$ cat src/rtl/seg7_pkg.sv
// Shared types and constants for the multiplexed 7-segment scanner.
package seg7_pkg;

  // All segments off (active-low outputs).
  localparam logic [6:0] SEG_BLANK = 7'h7F;

  // One digit slot: enable flag plus hex nibble.
  typedef struct packed {
    logic       en;
    logic [3:0] val;
  } digit_t;

  // Width of an index that addresses n items.
  function automatic int idx_w(input int n);
    return $clog2(n);
  endfunction

endpackage

$ cat src/rtl/bcd7seg.sv
// Hex nibble to active-low 7-segment pattern, ordered {g,f,e,d,c,b,a}.
module bcd7seg (
  input  logic [3:0] hex,
  output logic [6:0] seg
);

  // Combinational lookup of the glyph for each hex value.
  always_comb begin
    seg = 7'h7F;
    case (hex)
      4'h0: seg = 7'h40;
      4'h1: seg = 7'h79;
      4'h2: seg = 7'h24;
      4'h3: seg = 7'h30;
      4'h4: seg = 7'h19;
      4'h5: seg = 7'h12;
      4'h6: seg = 7'h02;
      4'h7: seg = 7'h78;
      4'h8: seg = 7'h00;
      4'h9: seg = 7'h10;
      4'hA: seg = 7'h08;
      4'hB: seg = 7'h03;
      4'hC: seg = 7'h46;
      4'hD: seg = 7'h21;
      4'hE: seg = 7'h06;
      4'hF: seg = 7'h0E;
      default: seg = 7'h7F;
    endcase
  end

endmodule

$ cat src/rtl/seg7_div_ctr.sv
// Slot timing: divides clk into digit slots and steps the slot index,
// flagging the frame boundary where the slot index wraps back to 0.
module seg7_div_ctr
  import seg7_pkg::*;
#(
  parameter  int NDIGITS = 8,
  parameter  int CLK_DIV = 1000,
  localparam int IDXW    = idx_w(NDIGITS),
  localparam int DIVW    = idx_w(CLK_DIV)
) (
  input  logic            clk,
  input  logic            rst,
  output logic [DIVW-1:0] div_cnt,
  output logic [IDXW-1:0] slot,
  output logic            wrap,
  output logic            frame_tick
);

  logic slot_end;

  // Last cycle of a slot, and last cycle of the whole frame.
  always_comb begin
    slot_end = (div_cnt == DIVW'(CLK_DIV - 1));
    wrap     = slot_end && (slot == IDXW'(NDIGITS - 1));
  end

  // Divider and slot counters; frame_tick is the registered wrap.
  always_ff @(posedge clk) begin
    if (rst) begin
      div_cnt    <= '0;
      slot       <= '0;
      frame_tick <= 1'b0;
    end else begin
      frame_tick <= wrap;
      if (slot_end) begin
        div_cnt <= '0;
        slot    <= wrap ? '0 : slot + 1'b1;
      end else begin
        div_cnt <= div_cnt + 1'b1;
      end
    end
  end

endmodule

$ cat src/rtl/seg7_scan_ctrl.sv
// Time-multiplexed common-anode 7-segment scanner. The host fills a shadow
// bank; a commit copies it into the display bank only at a frame boundary
// so the panel never shows a half-written update.
module seg7_scan_ctrl
  import seg7_pkg::*;
#(
  parameter  int NDIGITS   = 8,
  parameter  int CLK_DIV   = 1000,
  parameter  int BLANK_CYC = 2,
  localparam int IDXW      = idx_w(NDIGITS)
) (
  input  logic               clk,
  input  logic               rst,
  input  logic               wr_en,
  input  logic [IDXW-1:0]    wr_idx,
  input  logic [3:0]         wr_val,
  input  logic               clr,
  input  logic               commit,
  input  logic               lzb,
  output logic               commit_pend,
  output logic               frame_tick,
  output logic [NDIGITS-1:0] an,
  output logic [6:0]         seg
);

  localparam int DIVW = idx_w(CLK_DIV);

  logic [DIVW-1:0]    div_cnt;
  logic [IDXW-1:0]    slot;
  logic               wrap;
  digit_t             sh_bank [NDIGITS];
  digit_t             dp_bank [NDIGITS];
  logic [NDIGITS-1:0] blank;
  logic               all_zero;
  logic [3:0]         cur_val;
  logic [6:0]         dec_seg;

  seg7_div_ctr #(
    .NDIGITS (NDIGITS),
    .CLK_DIV (CLK_DIV)
  ) u_div (
    .clk        (clk),
    .rst        (rst),
    .div_cnt    (div_cnt),
    .slot       (slot),
    .wrap       (wrap),
    .frame_tick (frame_tick)
  );

  // Shadow bank: clr drops every enable, then a same-cycle write re-enables its digit.
  always_ff @(posedge clk) begin
    if (rst) begin
      for (int i = 0; i < NDIGITS; i++) begin
        sh_bank[i] <= '0;
      end
    end else begin
      for (int i = 0; i < NDIGITS; i++) begin
        if (clr) begin
          sh_bank[i].en <= 1'b0;
        end
        if (wr_en && (wr_idx == IDXW'(i))) begin
          sh_bank[i].en  <= 1'b1;
          sh_bank[i].val <= wr_val;
        end
      end
    end
  end

  // Commit handshake: the frame boundary consumes a pending commit and copies the pre-edge shadow.
  always_ff @(posedge clk) begin
    if (rst) begin
      commit_pend <= 1'b0;
      for (int i = 0; i < NDIGITS; i++) begin
        dp_bank[i] <= '0;
      end
    end else if (wrap && commit_pend) begin
      commit_pend <= 1'b0;
      for (int i = 0; i < NDIGITS; i++) begin
        dp_bank[i] <= sh_bank[i];
      end
    end else if (commit) begin
      commit_pend <= 1'b1;
    end
  end

  // Per-digit blanking: disabled digits, plus leading zeros above digit 0 when lzb is set.
  always_comb begin
    blank    = '0;
    all_zero = 1'b1;
    for (int d = NDIGITS - 1; d >= 0; d--) begin
      if (dp_bank[d].en && (dp_bank[d].val != 4'h0)) begin
        all_zero = 1'b0;
      end
      blank[d] = !dp_bank[d].en || (lzb && (d > 0) && all_zero);
    end
  end

  assign cur_val = dp_bank[slot].val;

  bcd7seg u_dec (
    .hex (cur_val),
    .seg (dec_seg)
  );

  // Registered drivers: anodes stay off during the ghost-suppression window of each slot.
  always_ff @(posedge clk) begin
    if (rst) begin
      an  <= '1;
      seg <= SEG_BLANK;
    end else if ((div_cnt < DIVW'(BLANK_CYC)) || blank[slot]) begin
      an  <= '1;
      seg <= SEG_BLANK;
    end else begin
      an  <= ~(NDIGITS'(1) << slot);
      seg <= dec_seg;
    end
  end

endmodule
$ cat config.mk
export PLATFORM = sky130hd
export DESIGN_NAME = seg7_scan_ctrl
export DESIGN_NICKNAME = d
export VERILOG_FILES = /design/src/rtl/seg7_pkg.sv /design/src/rtl/bcd7seg.sv /design/src/rtl/seg7_div_ctr.sv /design/src/rtl/seg7_scan_ctrl.sv
export SDC_FILE = /design/constraint.sdc
export NUM_CORES = 1
export LEC_CHECK = 0
export BUFFER_PORTS_ARGS = -buffer_cell sky130_fd_sc_hd__buf_2
export CELL_PAD_IN_SITES_DETAIL_PLACEMENT = 0
export CELL_PAD_IN_SITES_GLOBAL_PLACEMENT = 1
export CORE_ASPECT_RATIO = 0.75
export CORE_MARGIN = 5
export CORE_UTILIZATION = 50
export CTS_CLUSTER_SIZE = 8
export DETAILED_ROUTE_END_ITERATION = 8
export PLACE_DENSITY = 0.82
export SYNTH_ARGS = -nofsm -noshare
export SYNTH_HDL_FRONTEND = slang
export SYNTH_SLANG_ARGS = --single-unit
$ cat constraint.sdc
create_clock -name clk -period 3.2 [get_ports clk]
set_clock_uncertainty 0.2 [all_clocks]
set_input_delay 0.64 -clock clk [delete_from_list [all_inputs] [get_ports clk]]
set_output_delay 0.64 -clock clk [all_outputs]
set_load 0.1 [all_outputs]
==> impl_metrics.tcl, run 1 <==
set metrics [dict create \
    rr_worst_depth 6 \
    p_per_area_nw_per_um2 664 \
    post_cts_resize_count 0 \
    comb_power_share_pct 5.4 \
    grt-ovfl-total 0 \
    status "complete, no violations" \
    r2r_end "seg[3]$_SDFF_PP1_" \
    synth.area.top_cells "edfxtp_1 (48%), dfxtp_1 (13%), mux4_1 (4.8%)" \
    worst_pin_slew_ns 1.01 \
    p_seq_share_pct 43.3 \
    cts.sinks 113 \
    hold_violations 0 \
    cp.required_ns 3.27 \
    fin_util_pct 60.2 \
    drc 0 \
    slew_violations 0 \
    ios 30 \
    vias_per_cell 5.43 \
    cp.arrival_ns 2.84 \
    synth_ff_type "edfxtp_1" \
    internal_power_mw 3.01 \
    clkSlewWorstSetupHoldPaths_ns 0.05 \
    n_fill_cell 775 \
    synth_top_area_share_pct 48.3 \
    syn_inst 391 \
    grt_pass1_vias 3084 \
    setup_viol 0 \
    cts.htree.levels 4 \
    cts_buffers 17 \
    cpMostUsedCell "mux4_1" \
    cp_max_fo 8 \
    grt_use_total_pct 17.9 \
    ant_nets 0 \
    max-slew-margin-rel_pct 32.9 \
    syn_to_final_growth_pct 17.4 \
    core_area_sq_um 9700 \
    grt_first_pass_wirelength_mm 16.0 \
    syn_area_sq_um 4970 \
    cts.path.max_buffers 2 \
    placementRows 31 \
    path_cells "mux4_1, mux2i_1, inv_1, ha_1, mux4_1, nand3b_4" \
    min_period_ns 2.77 \
    layout.cells.non_filler 569 \
    syn-num-nets 417 \
    p_leak_nw 2.25 \
    critPathLaunchType "flip-flop" \
    cts_tree "done" \
    cap_violations 0 \
    start_util_pct 51.3 \
    die_h_microns 96.3 \
    clock_power_share_pct 51.4 \
    holdPathStages 1 \
    hold_class "reg2reg" \
    portBuffers 29 \
    drive_above_1_share_pct 17.4 \
    synth_top_area_cell "edfxtp_1" \
    ys_types 46 \
    end_kind "flip-flop" \
    finalWirelength_mm 9.82 \
    p_switching_mw 0.862 \
    hold_end "u_div.div_cnt[0]$_SDFF_PP0_" \
    ys_seq_area_share_pct 61.6 \
    synth_edf_count 80 \
    final.period_utilization_pct 86.4 \
    swShare_pct 22.2 \
    hold_path.startpoint "u_div.div_cnt[0]$_SDFF_PP0_" \
    holdBufCountCts 0 \
    rsz0062_at_grt "false" \
    synth_async_sr_flop_share_pct 0 \
    grt_max_degree 42 \
    crit_path_top_delay_cell "mux4_1" \
    synth.yosys.warnings 0 \
    ir_drop_mv 0.420 \
    multiInputGateArea_sq_um 1740 \
    placedCellCount 537 \
    first_iter_violations 220 \
    root_buffer "clkbuf_16" \
    fin_nets 450 \
    wl_per_cell_microns 17.3 \
    drt_first_pass_iters 5 \
    antenna_found_initial 0 \
    synth.avg_cell_area_sq_um 12.7 \
    fin_setup_tns_ns 0 \
    critPathKind "reg2reg" \
    ys_ff_latch 113 \
    vias 3089 \
    fp.dieW_microns 125 \
    diodes 0 \
    dp_hpwl_mm 6.91 \
    stdcell_area_sq_um 5840 \
    max_stage_delay_ns 0.63 \
    seq_area_sq_um 3060 \
    worstSkewPairLatency_ns 0.42 \
    place_area_sq_um 5200 \
    finalWeightedCongestion 0.887 \
    dieArea_sq_um 12100 \
    post-cts-setup-buffers 0 \
    rrSetupSlack_ns 0.43 \
    fmax_mhz 362 \
]
## cell usage after synthesis (2+ instances only)
cell type	count
buf_6	5
mux4_1	9
o41ai_1	4
a21oi_1	6
xnor2_1	6
dfxtp_1	33
nor2b_1	13
nand2b_1	14
nand3_1	19
inv_1	13
edfxtp_1	80
or4_1	3
a22oi_1	3
ha_1	13
mux2_2	3
nor4_1	5
nor3_1	5
nand3b_1	2
mux2i_1	4
nand4_1	4
clkbuf_1	15
xor2_1	3
a311oi_1	2
a31oi_1	2
nor3b_1	3
nand2_1	18
nor2_1	52
and3_1	34
## placed cells by master, fill, tap and decap left out, types with 4 or more instances in the layout
cell and n:
and3_1 34, buf_4 6, inv_6 4, inv_1 13, nand2_1 18, nand4_1 4, nor3_1 5, dfxtp_1 33
xnor2_1 6, nor4_1 5, clkbuf_16 17, nor2b_1 13, bufinv_16 4, nand3_1 19, a21oi_1 6, mux2i_1 4
nor2_1 52, ha_1 13, o41ai_1 4, nand2b_1 14, mux4_1 9, buf_2 29, edfxtp_1 80
## through the flow
stage | hold WS [ns] | setup slack (ns) | power, mW
floorplan | 0.213 | 0.538 | 1.85
global placement | 0.227 | 0.532 | 1.91
detailed placement | 0.238 | 0.447 | 1.92
CTS | 0.247 | 0.425 | 3.91
global route | 0.270 | 0.289 | 4.00
finish | 0.242 | 0.434 | 3.88
## power by group through the flow
stage	registers [mW]	logic [mW]	clock network, mW
4_1_cts	1.68	0.209	2.02
5_1_grt	1.68	0.226	2.09
6_report	1.68	0.208	1.99
3_5_place_dp	1.71	0.209	0
2_1_floorplan	1.73	0.121	0
3_3_place_gp	1.70	0.203	0
## cells by family (layout without fill, tap and decap cells)
group / Yosys count / in the layout / synth area share (%)
compound gates: 29 / 29 / 4.48
xor+xnor: 9 / 9 / 1.59
fa+ha+maj: 13 / 13 / 3.27
buf+inv: 34 / 80 / 3.40
flops: 113 / 113 / 61.6
mux: 18 / 18 / 7.15
simple gates: 175 / 175 / 18.5
## per-layer routing
| layer | vias up | GRT usage [%] | part of all wire [%] |
|---|---|---|---|
| met5 | - | 0 | 0 |
| met1 | 1485 | 22.7 | 47 |
| met3 | 14 | 5.99 | 5.3 |
| met4 | 0 | 8.03 | 1.5 |
| met2 | 79 | 28.2 | 47 |
| li1 | 1511 | - | - |
## final cells by class
class | count | area share, %
Sequential cell | 113 | 52.5
Multi-Input combinational cell | 244 | 29.8
Clock buffer | 17 | 7.29
Clock inverter | 15 | 3.52
Timing Repair Buffer | 35 | 3.26
Tap cell | 132 | 2.83
Inverter | 13 | 0.836
## sequential cells by signal (all words and copies together), names as in the netlist, named ones only
name,count
u_div.div_cnt,10
u_div.frame_tick,1
sh_bank,40
dp_bank,40
u_div.slot,3
seg,7
an,8
commit_pend,1
## worst max-delay path by stage
stage,end,startpoint,depth (start not counted)
after floorplan,seg[3]$_SDFF_PP1_,flip-flop,7
after global placement,seg[3]$_SDFF_PP1_,flip-flop,6
after detailed placement,seg[3]$_SDFF_PP1_,flip-flop,6
after CTS,seg[3]$_SDFF_PP1_,flip-flop,6
after global routing,seg[3]$_SDFF_PP1_,flip-flop,6
final,seg[3]$_SDFF_PP1_,flip-flop,6
## critical path, delay by kind of cell, from the launching register on
family,cells,cell delay (ns)
AND/OR/NAND/NOR,1,0.16
multiplexers,3,1.34
adder cells (fa/ha/maj),1,0.25
flip-flops,1,0.58
buffers and inverters,1,0.11
No activity file was read; power rests on OpenSTA's default activity.
==> run 2: changes to the inputs <==
--- a/config.mk
+++ b/config.mk
@@ -10,10 +10,11 @@
 export CELL_PAD_IN_SITES_GLOBAL_PLACEMENT = 1
 export CORE_ASPECT_RATIO = 0.75
 export CORE_MARGIN = 5
-export CORE_UTILIZATION = 50
+export CORE_UTILIZATION = 49
 export CTS_CLUSTER_SIZE = 8
 export DETAILED_ROUTE_END_ITERATION = 8
-export PLACE_DENSITY = 0.82
+export PLACE_DENSITY = 0.81
 export SYNTH_ARGS = -nofsm -noshare
 export SYNTH_HDL_FRONTEND = slang
+export SYNTH_HIERARCHICAL = 1
 export SYNTH_SLANG_ARGS = --single-unit
==> run 2 against run 1 <==
Routed wire length shrank 12%. Global-route usage shrank 2.9 points. Utilization shrank 3.2 points. Critical path depth grew 2. Design area shrank 4.5%. Register-to-register slack lost 0.15 ns. Sequential share of layout area grew 1.4 points. Largest power group is now registers. Highest routed layer unchanged.
==> impl_metrics.tcl, run 2 <==
set metrics [dict create \
    rrSetupSlack_ns 0.28 \
    fin_setup_tns_ns 0 \
    final_common_cell "edfxtp_1" \
    cp_max_fo 12 \
    grt_max_degree 42 \
    ant_nets 0 \
    ys_seq_area_share_pct 60.3 \
    finalWirelength_mm 8.60 \
    placedCellCount 548 \
    cts_tree "done" \
    fp.dieW_microns 126 \
    antenna_found_initial 0 \
    status "complete, no violations" \
    fin_ws_ns 0.283 \
    synth.avg_cell_area_sq_um 12.5 \
    hold_class "reg2reg" \
    core_area_sq_um 9770 \
    dp_hpwl_mm 6.30 \
    vias_per_cell 5.20 \
    layout.cells.non_filler 564 \
    drt_first_pass_iters 4 \
    n_fill_cell 828 \
    rr_worst_depth 8 \
    endpoint "seg[0]$_SDFF_PP1_" \
    ys_ff_latch 110 \
    post_cts_resize_count 0 \
    max_stage_delay_ns 0.66 \
    cp.arrival_ns 3.00 \
    ios 30 \
    cts.sinks 110 \
    reg.largest.list "dp_bank: 40 flops, sh_bank: 40 flops, u_div/div_cnt: 10 flops" \
    synth_most_common_cell "edfxtp_1" \
    grt_first_pass_wirelength_mm 14.6 \
    ys_types 56 \
    fin_nets 450 \
    diodes 0 \
    pre_cts_slack_ns 0.260 \
    holdBufCountCts 0 \
    p_per_area_nw_per_um2 542 \
    post-cts-setup-buffers 0 \
    cts.htree.levels 3 \
    finalWeightedCongestion 0.791 \
    syn-num-nets 420 \
    slew_violations 0 \
    final_cell_mix "edfxtp_1 (80), nor2_1 (45), nand2_1 (32)" \
    drive_above_1_share_pct 17.8 \
    cts_buffers 9 \
    cap_violations 0 \
    grt-ovfl-total 0 \
    synth_commonest_cells "edfxtp_1 (80), nor2_1 (45), nand2_1 (32)" \
    portBuffers 29 \
    die_h_microns 97.3 \
    wl_per_cell_microns 15.2 \
    p_leak_nw 2.04 \
    synth.area.top_cells "edfxtp_1 (48%), dfxtp_1 (12%), and2_1 (3.8%)" \
    cpMostUsedCell "nand2_1" \
    syn_inst 397 \
    min_period_ns 2.92 \
    first_iter_violations 247 \
    path_cells "buf_4, mux4_2, nand2_1, nand2_1, and2b_2, or3b_1, o21ai_0, nand3b_1" \
    critPathKind "reg2reg" \
    r2r_start "u_div/slot[0]$_SDFFE_PP0P_" \
    max-slew-margin-rel_pct 63.5 \
    rsz0062_at_grt "false" \
    start_util_pct 50.9 \
    r2r_end "seg[0]$_SDFF_PP1_" \
    hold_violations 0 \
    drc 0 \
    ir_drop_mv 0.290 \
    worstSkewPairLatency_ns 0.35 \
    root_buffer "clkbuf_16" \
    final.period_utilization_pct 91.1 \
    syn_to_final_growth_pct 11.9 \
    clkSlewWorstSetupHoldPaths_ns 0.07 \
    cts.path.max_buffers 2 \
    timing.critical_path.from "u_div/slot[0]$_SDFFE_PP0P_" \
    grt_pass1_vias 2903 \
    syn_area_sq_um 4980 \
    multiInputGateArea_sq_um 1850 \
    critPathLaunchType "flip-flop" \
    dieArea_sq_um 12300 \
    synth_top_area_cell "edfxtp_1" \
    synth_top_area_share_pct 48.3 \
    finalPower_mw 3.02 \
    end_kind "flip-flop" \
    seq_area_sq_um 3000 \
    setup_viol 0 \
    worst_pin_slew_ns 0.540 \
    grt_use_total_pct 15.0 \
    placementRows 31 \
    crit_path_top_delay_cell "dfxtp_1" \
    synth_edf_count 80 \
    fmax_mhz 343 \
    vias 2935 \
    synth.yosys.warnings 6 \
    cp.required_ns 3.28 \
    synth_ff_type "edfxtp_1" \
    synth_async_sr_flop_share_pct 0 \
]
[run 2: final cells by class]
cell class	instances	area share, %
Multi-Input combinational cell	260	33.2
Tap cell	132	2.96
Timing Repair Buffer	35	3.41
Clock inverter	7	1.71
Inverter	11	0.741
Clock buffer	9	4.04
Sequential cell	110	53.9
[run 2: cell families after synthesis]
| family | Yosys count | synth area share [%] |
|---|---|---|
| XOR/XNOR | 5 | 0.880 |
| AO/OA/AOI/OAI | 31 | 6.26 |
| buffers and inverters | 27 | 2.51 |
| multiplexers | 16 | 5.58 |
| flip-flops | 110 | 60.3 |
| adder cells (fa/ha/maj) | 10 | 2.51 |
| AND/OR/NAND/NOR | 198 | 21.9 |
[run 2: worst min-delay path by stage]
stage          slack (ns)  cells past startpoint                        start                     endpoint
5_1_grt              0.29                      1  u_div/div_cnt[0]$_SDFF_PP0_  u_div/div_cnt[0]$_SDFF_PP0_
3_3_place_gp         0.25                      1  u_div/div_cnt[0]$_SDFF_PP0_  u_div/div_cnt[0]$_SDFF_PP0_
3_5_place_dp         0.25                      1  u_div/div_cnt[0]$_SDFF_PP0_  u_div/div_cnt[0]$_SDFF_PP0_
6_report             0.26                      1  u_div/div_cnt[0]$_SDFF_PP0_  u_div/div_cnt[0]$_SDFF_PP0_
2_1_floorplan        0.22                      1  dp_bank[0][4]$_SDFFCE_PN0P_             an[0]$_SDFF_PP1_
4_1_cts              0.26                      1  u_div/div_cnt[0]$_SDFF_PP0_  u_div/div_cnt[0]$_SDFF_PP0_
[run 2: critical path: cells and delay by family (launching register included)]
kind	cells	cell delay [ns]
buffers and inverters	1	0.26
multiplexers	1	0.51
flip-flops	1	0.66
AO/OA/AOI/OAI	1	0.07
AND/OR/NAND/NOR	5	1.16
[run 2: metrics by stage]
step	hold slack (ns)	cell area, sq um	util [%]
finish	0.259	5570	57.0
CTS	0.264	5570	57.0
floorplan	0.224	4980	-
global route	0.286	5570	57.0
detailed placement	0.253	5250	53.7
global placement	0.247	5250	53.7
[run 2: report_power, final]
| group | switching [mW] | total [mW] | internal, mW |
|---|---|---|---|
| clock network | 0.535 | 1.17 | 0.633 |
| logic | 0.146 | 0.213 | 0.0678 |
| registers | 0.0386 | 1.64 | 1.60 |
| total | 0.719 | 3.02 | 2.30 |
[run 2: metal layers]
metal	GRT usage [%]	routed length, microns
met1	20.6	4000
met2	22.8	3970
met3	5.33	536
met4	3.63	94
met5	0	0
==> run 3: changes to the inputs <==
--- a/config.mk
+++ b/config.mk
@@ -14,6 +14,7 @@
 export CTS_CLUSTER_SIZE = 8
 export DETAILED_ROUTE_END_ITERATION = 8
 export PLACE_DENSITY = 0.81
+export SETUP_SLACK_MARGIN = 0.5
 export SYNTH_ARGS = -nofsm -noshare
 export SYNTH_HDL_FRONTEND = slang
 export SYNTH_HIERARCHICAL = 1
==> run 3 against run 2 <==
Utilization grew 0.090 points. Design area grew 0.16%. Critical path depth grew 1. Setup slack gained 0.40 ns. Combinational power is essentially flat. Die area is the same. Clock-buffer cell count is the same. Final cell count grew 0.35%. Critical endpoint unchanged. Largest cell class unchanged.
==> impl_metrics.tcl, run 3 (synthesis results as in run 2) <==
set metrics [dict create \
    placedCellCount 546 \
    drc 0 \
    swShare_pct 24.4 \
    cap_violations 0 \
    reg.largest.list "dp_bank: 40 flops, sh_bank: 40 flops, u_div/div_cnt: 10 flops" \
    layout.cells.non_filler 566 \
    dieArea_sq_um 12300 \
    fp.dieW_microns 126 \
    root_buffer "clkbuf_16" \
    hold_path.startpoint "u_div/div_cnt[0]$_SDFF_PP0_" \
    critPathLaunchType "flip-flop" \
    max_stage_delay_ns 0.51 \
    drive_above_1_share_pct 19.1 \
    pre_cts_slack_ns 0.321 \
    final_common_cell "edfxtp_1" \
    drt_first_pass_iters 5 \
    r2r_start "u_div/slot[0]$_SDFFE_PP0P_" \
    finalWeightedCongestion 0.813 \
    worst_pin_slew_ns 0.682 \
    portBuffers 29 \
    stdcell_area_sq_um 5580 \
    ir_drop_mv 0.323 \
    start_util_pct 50.9 \
    diodes 0 \
    final_cell_mix "edfxtp_1 (80), nor2_1 (45), nand2_1 (31)" \
    clock_power_share_pct 36.9 \
    grt_max_degree 42 \
    grt-ovfl-total 0 \
    fin_ws_ns 0.686 \
    end_kind "flip-flop" \
    wl_per_cell_microns 15.2 \
    ios 30 \
    critPathKind "reg2reg" \
    cts_tree "done" \
    grt_pass1_vias 2768 \
    p_leak_nw 2.04 \
    cp_max_fo 8 \
    hold_violations 0 \
    fin_util_pct 57.1 \
    hold_class "reg2reg" \
    finalWirelength_mm 8.60 \
    crit_path_top_delay_cell "mux4_2" \
    comb_power_share_pct 7.3 \
    final.period_utilization_pct 78.5 \
    cp.arrival_ns 2.59 \
    cts_buffers 9 \
    grt_first_pass_wirelength_mm 14.3 \
    p_per_area_nw_per_um2 527 \
    placementRows 31 \
    cts.htree.levels 3 \
    cpMostUsedCell "nand2_1" \
    fin_nets 452 \
    holdBufCountCts 0 \
    p_seq_share_pct 55.8 \
    grt_use_total_pct 14.8 \
    max-slew-margin-rel_pct 54.6 \
    syn_to_final_growth_pct 12.1 \
    antenna_found_initial 0 \
    fin_setup_tns_ns 0 \
    worstSkewPairLatency_ns 0.35 \
    path_cells "mux4_2, nand2_1, nand2_1, inv_2, ha_1, and2b_2, or3b_1, o21ai_0, nand3b_1" \
    cp.required_ns 3.28 \
    dp_hpwl_mm 6.21 \
    slew_violations 0 \
    cts.sinks 110 \
    status "complete, no violations" \
    place_area_sq_um 5250 \
    first_iter_violations 226 \
    fmax_mhz 398 \
    timing.critical_path.from "u_div/slot[0]$_SDFFE_PP0P_" \
    internal_power_mw 2.22 \
    p_switching_mw 0.717 \
    min_period_ns 2.51 \
    rsz0062_at_grt "false" \
    setup_viol 0 \
    vias 2968 \
    vias_per_cell 5.24 \
    ant_nets 0 \
    cts.path.max_buffers 2 \
    core_area_sq_um 9770 \
    clkSlewWorstSetupHoldPaths_ns 0.08 \
    die_h_microns 97.3 \
]
[run 3: timing repair]
item | CTS | global route
hold endpoints to repair | 0 | 0
pin swaps | 0 | 0
setup buffers | 1 | 3
resized for setup | 1 | 3
setup endpoints to repair | 5 | 3
[run 3: critical path, delay by kind of cell, from the launching register on]
kind,cells,cell delay [ns]
buf+inv,1,0.13
simple gates,5,0.91
flops,1,0.43
fa+ha+maj,1,0.18
mux,1,0.51
compound gates,1,0.07
[run 3: layout make-up]
class / count / area [sq um]
timing repair buffer: 37 / 218
inverter: 11 / 41.3
clock buffer: 9 / 225
sequential: 110 / 3010
fill: 827 / 4200
multi-input combinational: 260 / 1850
clock inverter: 7 / 70.1
tap: 132 / 165
[run 3: path summary, 6_finish.rpt]
check / end / slack (ns) / cells after the start
worst max-delay path: seg[0]$_SDFF_PP1_ / 0.69 / 9
worst min-delay path: u_div/div_cnt[0]$_SDFF_PP0_ / 0.26 / 1
worst max register to register: seg[0]$_SDFF_PP1_ / 0.69 / 9
worst min register to register: u_div/div_cnt[0]$_SDFF_PP0_ / 0.26 / 1
[run 3: routing by layer]
layer	GRT usage, %	part of all wire (%)	wire [microns]
met2	22.0	45	3880
met1	20.5	48	4100
met5	0	0	0
met3	5.16	5.8	501
met4	4.45	1.3	112
[run 3: power groups by stage]
stage / logic (mW) / registers [mW] / clock network (mW)
2_1_floorplan: 0.125 / 1.70 / 0
6_report: 0.215 / 1.64 / 1.08
4_1_cts: 0.217 / 1.64 / 1.12
3_3_place_gp: 0.213 / 1.67 / 0
5_1_grt: 0.235 / 1.65 / 1.18
3_5_place_dp: 0.216 / 1.67 / 0
[run 3: through the flow]
stage / power, mW / hold WS (ns)
global placement: 1.89 / 0.246
detailed placement: 1.89 / 0.251
floorplan: 1.83 / 0.224
CTS: 2.97 / 0.262
finish: 2.94 / 0.260
global route: 3.06 / 0.279
